File: config.mk
export PLATFORM = sky130hd
export DESIGN_NAME = i2s_rx
export DESIGN_NICKNAME = d
export VERILOG_FILES = /design/src/rtl/i2s_rx.sv
export SDC_FILE = /design/constraint.sdc
export NUM_CORES = 1
export LEC_CHECK = 0
export ABC_AREA = 1
export CAP_MARGIN = 20
export CORE_MARGIN = 5
export CORE_UTILIZATION = 55
export DETAILED_ROUTE_END_ITERATION = 6
export PLACE_DENSITY = 0.77
export SYNTH_ARGS = -nofsm -noshare
export SYNTH_HDL_FRONTEND = slang
export SYNTH_SLANG_ARGS = --single-unit
File: constraint.sdc
create_clock -name CLK -period 16 [get_ports CLK]
set_clock_uncertainty 0.2 [all_clocks]
set_input_delay 4.8 -clock CLK [delete_from_list [all_inputs] [get_ports CLK]]
set_output_delay 4.8 -clock CLK [all_outputs]
set_load 0.005 [all_outputs]
File: src/rtl/i2s_rx.sv
// I2S capture deserializer: oversamples the codec bit clock and word select in the
// fabric clock domain and presents complete stereo sample pairs on a valid/ready port.
module i2s_rx #(
  parameter int DATA_W      = 24,
  parameter int TIMEOUT_CYC = 1024
) (
  input  logic              CLK,
  input  logic              RESET,
  input  logic              sclk,
  input  logic              lrclk,
  input  logic              adc_dat,
  output logic [DATA_W-1:0] left,
  output logic [DATA_W-1:0] right,
  output logic              out_valid,
  input  logic              out_ready,
  output logic              overrun,
  input  logic              overrun_clr,
  output logic              locked
);

  localparam int CNT_W = $clog2(DATA_W + 1);
  localparam int TO_W  = $clog2(TIMEOUT_CYC + 1);

  localparam logic [CNT_W-1:0]  CNT_LAST = CNT_W'(DATA_W - 1);
  localparam logic [CNT_W-1:0]  CNT_FULL = CNT_W'(DATA_W);
  localparam logic [TO_W-1:0]   TO_MAX   = TO_W'(TIMEOUT_CYC);
  localparam logic [DATA_W-1:0] MSB_ONE  = {1'b1, {(DATA_W-1){1'b0}}};

  localparam logic [1:0] ST_HUNT  = 2'd0;
  localparam logic [1:0] ST_LEFT  = 2'd1;
  localparam logic [1:0] ST_RIGHT = 2'd2;

  logic [2:0]        sclk_pipe_q, sclk_pipe_d;
  logic [1:0]        lr_pipe_q, lr_pipe_d;
  logic [1:0]        dat_pipe_q, dat_pipe_d;
  logic              edge_q, edge_d;
  logic              lr_e_q, lr_e_d;
  logic              dat_e_q, dat_e_d;
  logic              ws_prev_q, ws_prev_d;
  logic [1:0]        state_q, state_d;
  logic [CNT_W-1:0]  bit_cnt_q, bit_cnt_d;
  logic [DATA_W-1:0] sh_l_q, sh_l_d;
  logic [DATA_W-1:0] sh_r_q, sh_r_d;
  logic [TO_W-1:0]   to_cnt_q, to_cnt_d;
  logic [DATA_W-1:0] left_q, left_d;
  logic [DATA_W-1:0] right_q, right_d;
  logic              out_valid_q, out_valid_d;
  logic              overrun_q, overrun_d;
  logic              locked_q, locked_d;

  logic              rise_chg;
  logic              fall_chg;
  logic              capture;
  logic              complete;
  logic              timeout;
  logic [DATA_W-1:0] bit_mask;

  always_comb begin
    // NOTE: every signal written here gets a default first, so no path can infer a latch.
    sclk_pipe_d = {sclk_pipe_q[1:0], sclk};
    lr_pipe_d   = {lr_pipe_q[0], lrclk};
    dat_pipe_d  = {dat_pipe_q[0], adc_dat};
    edge_d      = sclk_pipe_q[1] & ~sclk_pipe_q[2];
    lr_e_d      = lr_pipe_q[1];
    dat_e_d     = dat_pipe_q[1];

    rise_chg  = edge_q & lr_e_q & ~ws_prev_q;
    fall_chg  = edge_q & ~lr_e_q & ws_prev_q;
    ws_prev_d = edge_q ? lr_e_q : ws_prev_q;

    // Bits land MSB-first at their final position, so a short word is already left-aligned.
    capture  = edge_q && (state_q != ST_HUNT) && (bit_cnt_q < CNT_FULL);
    bit_mask = dat_e_q ? (MSB_ONE >> bit_cnt_q) : '0;

    timeout  = !edge_q && (to_cnt_q == TO_MAX);
    if (edge_q)                  to_cnt_d = '0;
    else if (to_cnt_q == TO_MAX) to_cnt_d = to_cnt_q;
    else                         to_cnt_d = to_cnt_q + TO_W'(1);

    state_d   = state_q;
    bit_cnt_d = capture ? bit_cnt_q + CNT_W'(1) : bit_cnt_q;
    sh_l_d    = sh_l_q;
    sh_r_d    = sh_r_q;
    complete  = 1'b0;

    case (state_q)
      ST_LEFT: begin
        if (capture) sh_l_d = sh_l_q | bit_mask;
        if (rise_chg) begin
          state_d   = ST_RIGHT;
          bit_cnt_d = '0;
          sh_r_d    = '0;
        end else if (fall_chg) begin
          bit_cnt_d = '0;
          sh_l_d    = '0;
        end
      end
      ST_RIGHT: begin
        // Once bit_cnt is full, capture stays low, so a word completes only once.
        if (capture) begin
          sh_r_d   = sh_r_q | bit_mask;
          complete = (bit_cnt_q == CNT_LAST) || fall_chg;
        end
        if (fall_chg) begin
          state_d   = ST_LEFT;
          bit_cnt_d = '0;
          sh_l_d    = '0;
        end
      end
      default: begin
        if (fall_chg) begin
          state_d   = ST_LEFT;
          bit_cnt_d = '0;
          sh_l_d    = '0;
        end
      end
    endcase

    left_d      = left_q;
    right_d     = right_q;
    out_valid_d = out_valid_q;
    overrun_d   = overrun_clr ? 1'b0 : overrun_q;
    if (out_valid_q && out_ready) out_valid_d = 1'b0;
    if (complete) begin
      if (!out_valid_q || out_ready) begin
        left_d      = sh_l_q;
        right_d     = sh_r_d;
        out_valid_d = 1'b1;
      end else begin
        overrun_d = 1'b1;
      end
    end

    // A stalled bit clock abandons partial words but leaves the held frame alone.
    if (timeout) begin
      state_d   = ST_HUNT;
      bit_cnt_d = '0;
      sh_l_d    = '0;
      sh_r_d    = '0;
    end

    locked_d = (state_d != ST_HUNT);
  end

  // NOTE: sequential state uses non-blocking assignments so every flop samples pre-edge values.
  always_ff @(posedge CLK or posedge RESET) begin
    if (RESET) begin
      sclk_pipe_q <= '0;
      lr_pipe_q   <= '0;
      dat_pipe_q  <= '0;
      edge_q      <= 1'b0;
      lr_e_q      <= 1'b0;
      dat_e_q     <= 1'b0;
      ws_prev_q   <= 1'b0;
      state_q     <= ST_HUNT;
      bit_cnt_q   <= '0;
      sh_l_q      <= '0;
      sh_r_q      <= '0;
      to_cnt_q    <= '0;
      left_q      <= '0;
      right_q     <= '0;
      out_valid_q <= 1'b0;
      overrun_q   <= 1'b0;
      locked_q    <= 1'b0;
    end else begin
      sclk_pipe_q <= sclk_pipe_d;
      lr_pipe_q   <= lr_pipe_d;
      dat_pipe_q  <= dat_pipe_d;
      edge_q      <= edge_d;
      lr_e_q      <= lr_e_d;
      dat_e_q     <= dat_e_d;
      ws_prev_q   <= ws_prev_d;
      state_q     <= state_d;
      bit_cnt_q   <= bit_cnt_d;
      sh_l_q      <= sh_l_d;
      sh_r_q      <= sh_r_d;
      to_cnt_q    <= to_cnt_d;
      left_q      <= left_d;
      right_q     <= right_d;
      out_valid_q <= out_valid_d;
      overrun_q   <= overrun_d;
      locked_q    <= locked_d;
    end
  end

  assign left      = left_q;
  assign right     = right_q;
  assign out_valid = out_valid_q;
  assign overrun   = overrun_q;
  assign locked    = locked_q;

endmodule

=== After elaboration in Yosys (flattened, before gate mapping) ===
Cells that the tools add are included.
Widths: inputs -> output; s select.

* Add/subtract/negate cells: 2
* Order comparisons: 1
* Equal/unequal tests: 5
* Shift operators: 1
* Multiplexer cells: 30
* Bitwise logic cells: 10
* Reductions and logical operators: 12

{| class="wikitable"
|+ Operators with widths
! cell !! count
|-
| $mux 24 || 10
|-
| $or 24x24->24 || 2
|-
| $pmux 24 s2 || 1
|-
| $mux 5 || 5
|-
| $shr 24x5->24 const A || 1
|-
| $mux 11 || 2
|-
| $add 11x1->11 const B || 1
|-
| $eq 11x11->1 const B || 1
|-
| $mux 1 || 8
|-
| $mux 2 || 4
|-
| $add 5x1->5 const B || 1
|-
| $and 1x1->1 || 5
|-
| $eq 5x5->1 const B || 1
|-
| $lt 5x5->1 const B || 1
|-
| $logic_and 1x1->1 || 4
|-
| $reduce_bool 2->1 || 2
|-
| $not 1->1 || 3
|-
| $reduce_bool 3->1 || 1
|-
| $eq 2x1->1 const B || 1
|-
| $eq 2x2->1 const B || 1
|-
| $logic_not 1->1 || 2
|-
| $logic_or 1x1->1 || 2
|-
| $ne 2x2->1 const B || 1
|-
| $reduce_and 2->1 || 1
|}

* Register bits: 128
* Input bits: 7
* Output and inout port bits: 51
* Word-level logic and storage cells: 78

=== Depth between registers and ports, before layout ===
Gate-level depths: netlist (run 1).

* Depth after elaboration: 8
* Depth in mapped cells: 10
* Mapped depth without buffers: 9

=== Worst setup path after synthesis (run 1) ===
No wires, ideal clock.

* Kind: input to register
* Start point: input port out_ready
* End point: register right_q[0] (netlist: right[0])
* Library setup time: 66 ps
* Data arrival time: 5,485 ps
* Required time: 15,734 ps
* Path slack: 10,249 ps
* Cell stages on the path: 6
* Path buffers: 1
* Cells stage by stage: nor2_1 > inv_1 > nand3_4 > clkbuf_1 > nand2_1 > nand2_1

* Cells in the longest elaborated chain, start to end: 2

{| class="wikitable"
|+ Ends and longest elaborated chain
! item !! line !! RTL
|-
| start, declared || 15 || <nowiki>input logic out_ready,</nowiki>
|-
| $logic_or 1x1->1 || 125 || <nowiki>if (!out_valid_q || out_ready) begin</nowiki>
|-
| $reduce_and 2->1 (no source line) || n/a ||
|-
| end signal, assigned || 179 || <nowiki>right_q <= right_d;</nowiki>
|-
| end, declared || 46 || <nowiki>logic [DATA_W-1:0] right_q, right_d;</nowiki>
|}

Every way passes these cells.
A chain may end at the register's enable or synchronous reset.

=== Final worst setup path (run 1) ===
Ends and elaborated chain as after synthesis.

==> out/metrics.csv, run 1 <==
metric,value,unit
cp.required,16210,ps
drtPass1Iterations,6,
worstHoldPathType,reg2reg,
synth_area,5610,µm²
cts_setup_buffers,0,
synth_edf_count,0,
grt_first_pass_wirelength,20.8,mm
synth_area_per_cell,8.81,µm²
clk_path_buf_depth,2,
seq_area,3200,µm²
area_delta_synth_final,21.1,%
grt_pass1_vias,4228,
fin_crit,6620,ps
yosysSeqAreaShare,57.1,%
std_cell_rows,36,
cts_resized,0,
clk_pin_slew_worst_paths,60,ps
syn_inst,636,
dpl_worst_slack,8840,ps
synthArstFlopShare,100,%
gp_congestion,0.863,
cts_tree,built,
worst-r2r-cell-count,7,
grt_setup_unrepaired,false,
maxSlewHeadroom,36.2,%
yosysUniqueCellTypes,31,
drc_errors,0,
path_max_fanout,73,
fin_crit_sh,41.4,%
fillers,725,
timing.final.max_slew_violations,0,
synth_most_common_cell,nand2_1,
drive_gt1_share,7.45,%
cts.sinks,128,
holdPathStages,0,
drtAntennaViolNets,0,
status,"finished, final reports clean",
ys_ff_latch,128,
setup.worst_path.end_class,flip-flop,
stdcell_count,831,
die_y,111,µm
clock_latency,520,ps
fmax,151,MHz
synth_top_area_share,57.1,%
placedCellCount,798,
hold_slack,151,ps
setup_viol,0,
multi_input_area,1940,µm²
finalHoldViolCount,0,
io_buffers,57,
drtIter0Drc,302,
h-tree-depth,4,
avgRoutedWirePerCell,14.9,µm
root_buffer,clkbuf_8,
die_area,12300,µm²
antenna_found_initial,0,
tns,0,ps
crit_type,in2reg,
routed_wirelength,12.4,mm
diodes,0,
synthFlopType,dfrtp_1,
place_hpwl,7.71,mm
numCtsBuffers,17,
synth_nets,654,
grt_max_degree,74,
viasPerCell,5.35,
yosys_warnings,0,
num_io_pins,58,
overflow,0,
fin_ws,9380,ps
initial_utilization,56.8,%
coreArea,9860,µm²
static-leakage-power,3.38,nW
dr_total_vias,4447,
ir_worst_vdd,101,µV
die_w,111,µm
start_kind,input port,
synth_area_leaders,"dfrtp_1, nand2_1, inv_1",
nets,703,
synthTopCellsByCount,"nand2_1, dfrtp_1, inv_1, a21oi_1, nand3_1",
tightest_slew,957,ps
arrival,6830,ps
synth.largest_area_cell,dfrtp_1,
grt_usage,21.0,%
hold_buffers,0,
drv_cap,0,
p_per_area,136,nW/µm²
[state kept, by name, indices dropped and copies added, names as in the netlist]
register     count
out_valid        1
to_cnt_q        11
left            24
right           24
sh_r_q          24
ws_prev_q        1
bit_cnt_q        5
edge_q           1
locked           1
dat_pipe_q       2
lr_e_q           1
state_q          2
lr_pipe_q        2
overrun          1
sclk_pipe_q      3
dat_e_q          1
sh_l_q          24
[power breakdown]
group	internal, mW	total [mW]	leakage [nW]	switching, mW
Combinational	0.0434	0.159	1.35	0.116
Clock	0.240	0.388	0.291	0.148
Sequential	0.347	0.377	1.74	0.0299
[critical path, cell delays in order]
cell             delay, ps
clkdlybuf4s50_1        390
nor2_1                 100
inv_1                   90
nand3_4                560
clkinv_2               520
nand2_1                220
nand2_1                 70
[path summary, 6_finish.rpt]
path,startpoint,end,slack (ps)
hold / removal,sclk_pipe_q[0],sclk_pipe_q[1],150
hold reg to reg,sclk_pipe_q[0],sclk_pipe_q[1],150
max in group asynchronous,RESET,sh_r_q[18],9740
setup reg to reg,bit_cnt_q[3],right[0],13050
min in group asynchronous,RESET,left[17],4570
setup / recovery,out_ready,right[0],9380
[metal layers]
metal	wire [µm]	share of wire [%]	track usage, %	vias up
li1	-	-	-	2124
met5	0	0	0	-
met2	6060	49	33.7	179
met1	5320	43	27.9	2114
met3	727	5.9	5.35	30
met4	262	2.1	7.14	0
[cells by family after synthesis]
group	after synthesis	share of synthesized area (%)
XOR/XNOR	2	0.313
AND/OR/NAND/NOR	304	23.6
buffers and inverters	105	8.26
flip-flops	128	57.1
AO/OA/AOI/OAI	86	8.24
adder cells (fa/ha/maj)	11	2.46
[stage by stage]
stage / cell area, µm² / total power, mW / util [%]
floorplan: 5610 / 0.501 / -
global placement: 6180 / 0.528 / 62.6
detailed placement: 6180 / 0.535 / 62.6
CTS: 6780 / 0.924 / 68.7
global route: 6790 / 0.969 / 68.8
finish: 6790 / 0.925 / 68.8
[placed cells by master, fill, tap and decap left out, types with 2 or more instances in the layout]
cell type,instances
nand2_1,191
o21ai_0,14
ha_1,11
nand3_4,2
nand3_2,3
clkdlybuf4s50_1,57
nor3_1,5
o21ai_1,18
nand3b_1,2
a21oi_1,44
clkbuf_16,16
o21ai_2,7
bufinv_16,3
clkinv_2,2
inv_1,72
xor2_1,2
nand3_1,41
clkinv_4,5
dfrtp_1,128
nor2_1,36
nor2_4,2
nand4_1,19
inv_6,4
[final cells by class]
cell class                 count  area share (%)
sequential                   128            47.2
clock inverter                14            2.67
tap                          133            2.45
clock buffer                  18            6.15
inverter                      76            4.26
timing repair buffer          59            8.73
multi-input combinational    403            28.6
Note: power is estimated with default switching activity, not from simulation.
==> inputs of run 2 (changes only) <==
--- a/config.mk
+++ b/config.mk
@@ -8,9 +8,9 @@
 export ABC_AREA = 1
 export CAP_MARGIN = 20
 export CORE_MARGIN = 5
-export CORE_UTILIZATION = 55
+export CORE_UTILIZATION = 51
 export DETAILED_ROUTE_END_ITERATION = 6
-export PLACE_DENSITY = 0.77
+export PLACE_DENSITY = 0.75
 export SYNTH_ARGS = -nofsm -noshare
 export SYNTH_HDL_FRONTEND = slang
 export SYNTH_SLANG_ARGS = --single-unit
==> constraint.sdc (replaced) <==
create_clock -name CLK -period 5.4 [get_ports CLK]
set_clock_uncertainty 0.2 [all_clocks]
set_input_delay 1.62 -clock CLK [delete_from_list [all_inputs] [get_ports CLK]]
set_output_delay 1.62 -clock CLK [all_outputs]
set_load 0.005 [all_outputs]
==> run 2 against run 1 <==
  * Total power grew to 2.9 times the previous value
  * Critical endpoint is now right[12]
  * Highest routed layer unchanged
  * Combinational power grew to 2.9 times the previous value
  * Critical path depth is 6 lower
==> out/metrics.csv, run 2 (synthesis results as in run 1) <==
metric,value,unit,change
numCtsBuffers,17,,unchanged
coreArea,10800,µm²,+9.4%
crit_chain,clkdlybuf4s50_1,,
fmax,310,MHz,
start_kind,flip-flop,,
cp_slowest_cell,clkdlybuf4s50_1,,
viasPerCell,5.16,,-3.6%
grt_first_pass_wirelength,20.0,mm,-4.0%
overflow,0,,unchanged
dr_total_vias,4335,,-2.5%
fin_crit_sh,59.8,%,
p_per_area,395,nW/µm²,+190%
setup_viol,0,,unchanged
slowest_delay,520,ps,-40 ps
root_buffer,clkbuf_8,,
hold_path_end,lr_pipe_q[1],,
drv_cap,0,,unchanged
die_y,115,µm,+3.5%
timing.final.max_slew_violations,0,,unchanged
grt.met2_usage,30.8,%,-2.9 points
drc_errors,0,,unchanged
holdPathStages,0,,unchanged
area_delta_synth_final,21.3,%,
die_area,13200,µm²,+7.1%
drive_gt1_share,7.71,%,+0.26 points
arrival,1410,ps,-5420 ps
maxSlewHeadroom,35.4,%,-0.78 points
stdcell_area,6800,µm²,+0.13%
path_max_fanout,2,,-97%
worst-r2r-cell-count,8,,+1
finalHoldViolCount,0,,unchanged
r2r-end,right[14],,
grt_max_degree,74,,unchanged
crit_buf_inv,1,,-2
gp_congestion,0.853,,-1.1%
grt_busiest_layer,met2,,
r2r_start,state_q[1],,
clk_pin_slew_worst_paths,60,ps,about the same
drtAntennaViolNets,0,,unchanged
crit_family,buffers and inverters,,
final_common_cell,nand2_1,,
met1_usage,25.4,%,-2.5 points
grt_pass1_vias,4248,,+0.47%
io_buffers,57,,unchanged
initial_utilization,51.9,%,-4.9 points
nets,705,,+0.28%
tightest_slew,969,ps,+11.6 ps
num_io_pins,58,,unchanged
clk_path_buf_depth,2,,unchanged
r2r_slack,2500,ps,-10550 ps
die_w,115,µm,+3.5%
grt_setup_unrepaired,false,,
cts_setup_buffers,0,,unchanged
hold_buffers,0,,unchanged
place_hpwl,7.90,mm,+2.4%
grt_usage,19.2,%,-1.8 points
clock_latency,530,ps,about the same
min-delay-start,lr_pipe_q[0],,
cts.sinks,128,,unchanged
cp.required,3580,ps,-12630 ps
routed_wirelength,11.9,mm,-4.1%
drtPass1Iterations,5,,-1
diodes,0,,unchanged
antenna_found_initial,0,,unchanged
fin_crit,3230,ps,
ir_worst_vdd,275,µV,+170%
tns,0,ps,unchanged
worstHoldPathType,reg2reg,,
use_met3,4.53,%,-0.82 points
final_cell_mix,"nand2_1, dfrtp_1, inv_1",,
avgRoutedWirePerCell,14.1,µm,-5.1%
static-leakage-power,3.38,nW,-0.18%
cts_tree,built,,
drtIter0Drc,342,,+13%
crit_type,reg2out,,
setup.worst_path.end_class,primary output,,
h-tree-depth,4,,unchanged
postPlaceCellArea,6210,µm²,+0.59%
cts_resized,0,,unchanged
std_cell_rows,38,,+5.6%
status,"finished, final reports clean",,
==> run 2: power breakdown <==
part / internal (mW) / switching, mW / total, mW
Clock: 0.663 / 0.441 / 1.10
Combinational: 0.129 / 0.337 / 0.467
Sequential: 1.03 / 0.0848 / 1.11
Total: 1.82 / 0.863 / 2.68
==> run 2: per-stage QoR <==
step	hold WS [ps]	setup slack, ps	std cells	power (mW)	util [%]
5_1_grt	154	2110	840	2.80	63.0
6_report	148	2170	840	2.68	63.0
2_1_floorplan	131	167	636	1.48	-
3_5_place_dp	135	1920	807	1.58	57.6
4_1_cts	151	2140	839	2.69	62.9
3_3_place_gp	132	1990	807	1.56	57.6
==> run 2: layout make-up <==
cell class / instances / area [µm²]
multi-input cells: 403 / 1940
clock inverters: 14 / 158
clock buffers: 18 / 418
inverters: 76 / 289
repair buffers: 61 / 617
well taps: 140 / 175
flip-flops and latches: 128 / 3200
fillers: 939 / 3990
==> run 2: how the worst max path moves through the flow <==
| stage | start | end | slack, ps | depth (start not counted) |
|---|---|---|---|---|
| after floorplan | RESET | bit_cnt_q[0] | 170 | 1 |
| after global placement | out_ready | right[9] | 1990 | 7 |
| after detailed placement | out_ready | right[12] | 1920 | 7 |
| after CTS | right[4] | right[4] | 2140 | 1 |
| after global routing | right[4] | right[4] | 2110 | 1 |
| final | right[12] | right[12] | 2170 | 1 |
==> run 2: routing by layer <==
layer | share of wire (%) | vias to the layer above
li1 | - | 2129
met1 | 44 | 2078
met2 | 49 | 108
met3 | 5.1 | 20
met4 | 1.7 | 0
met5 | 0 | -
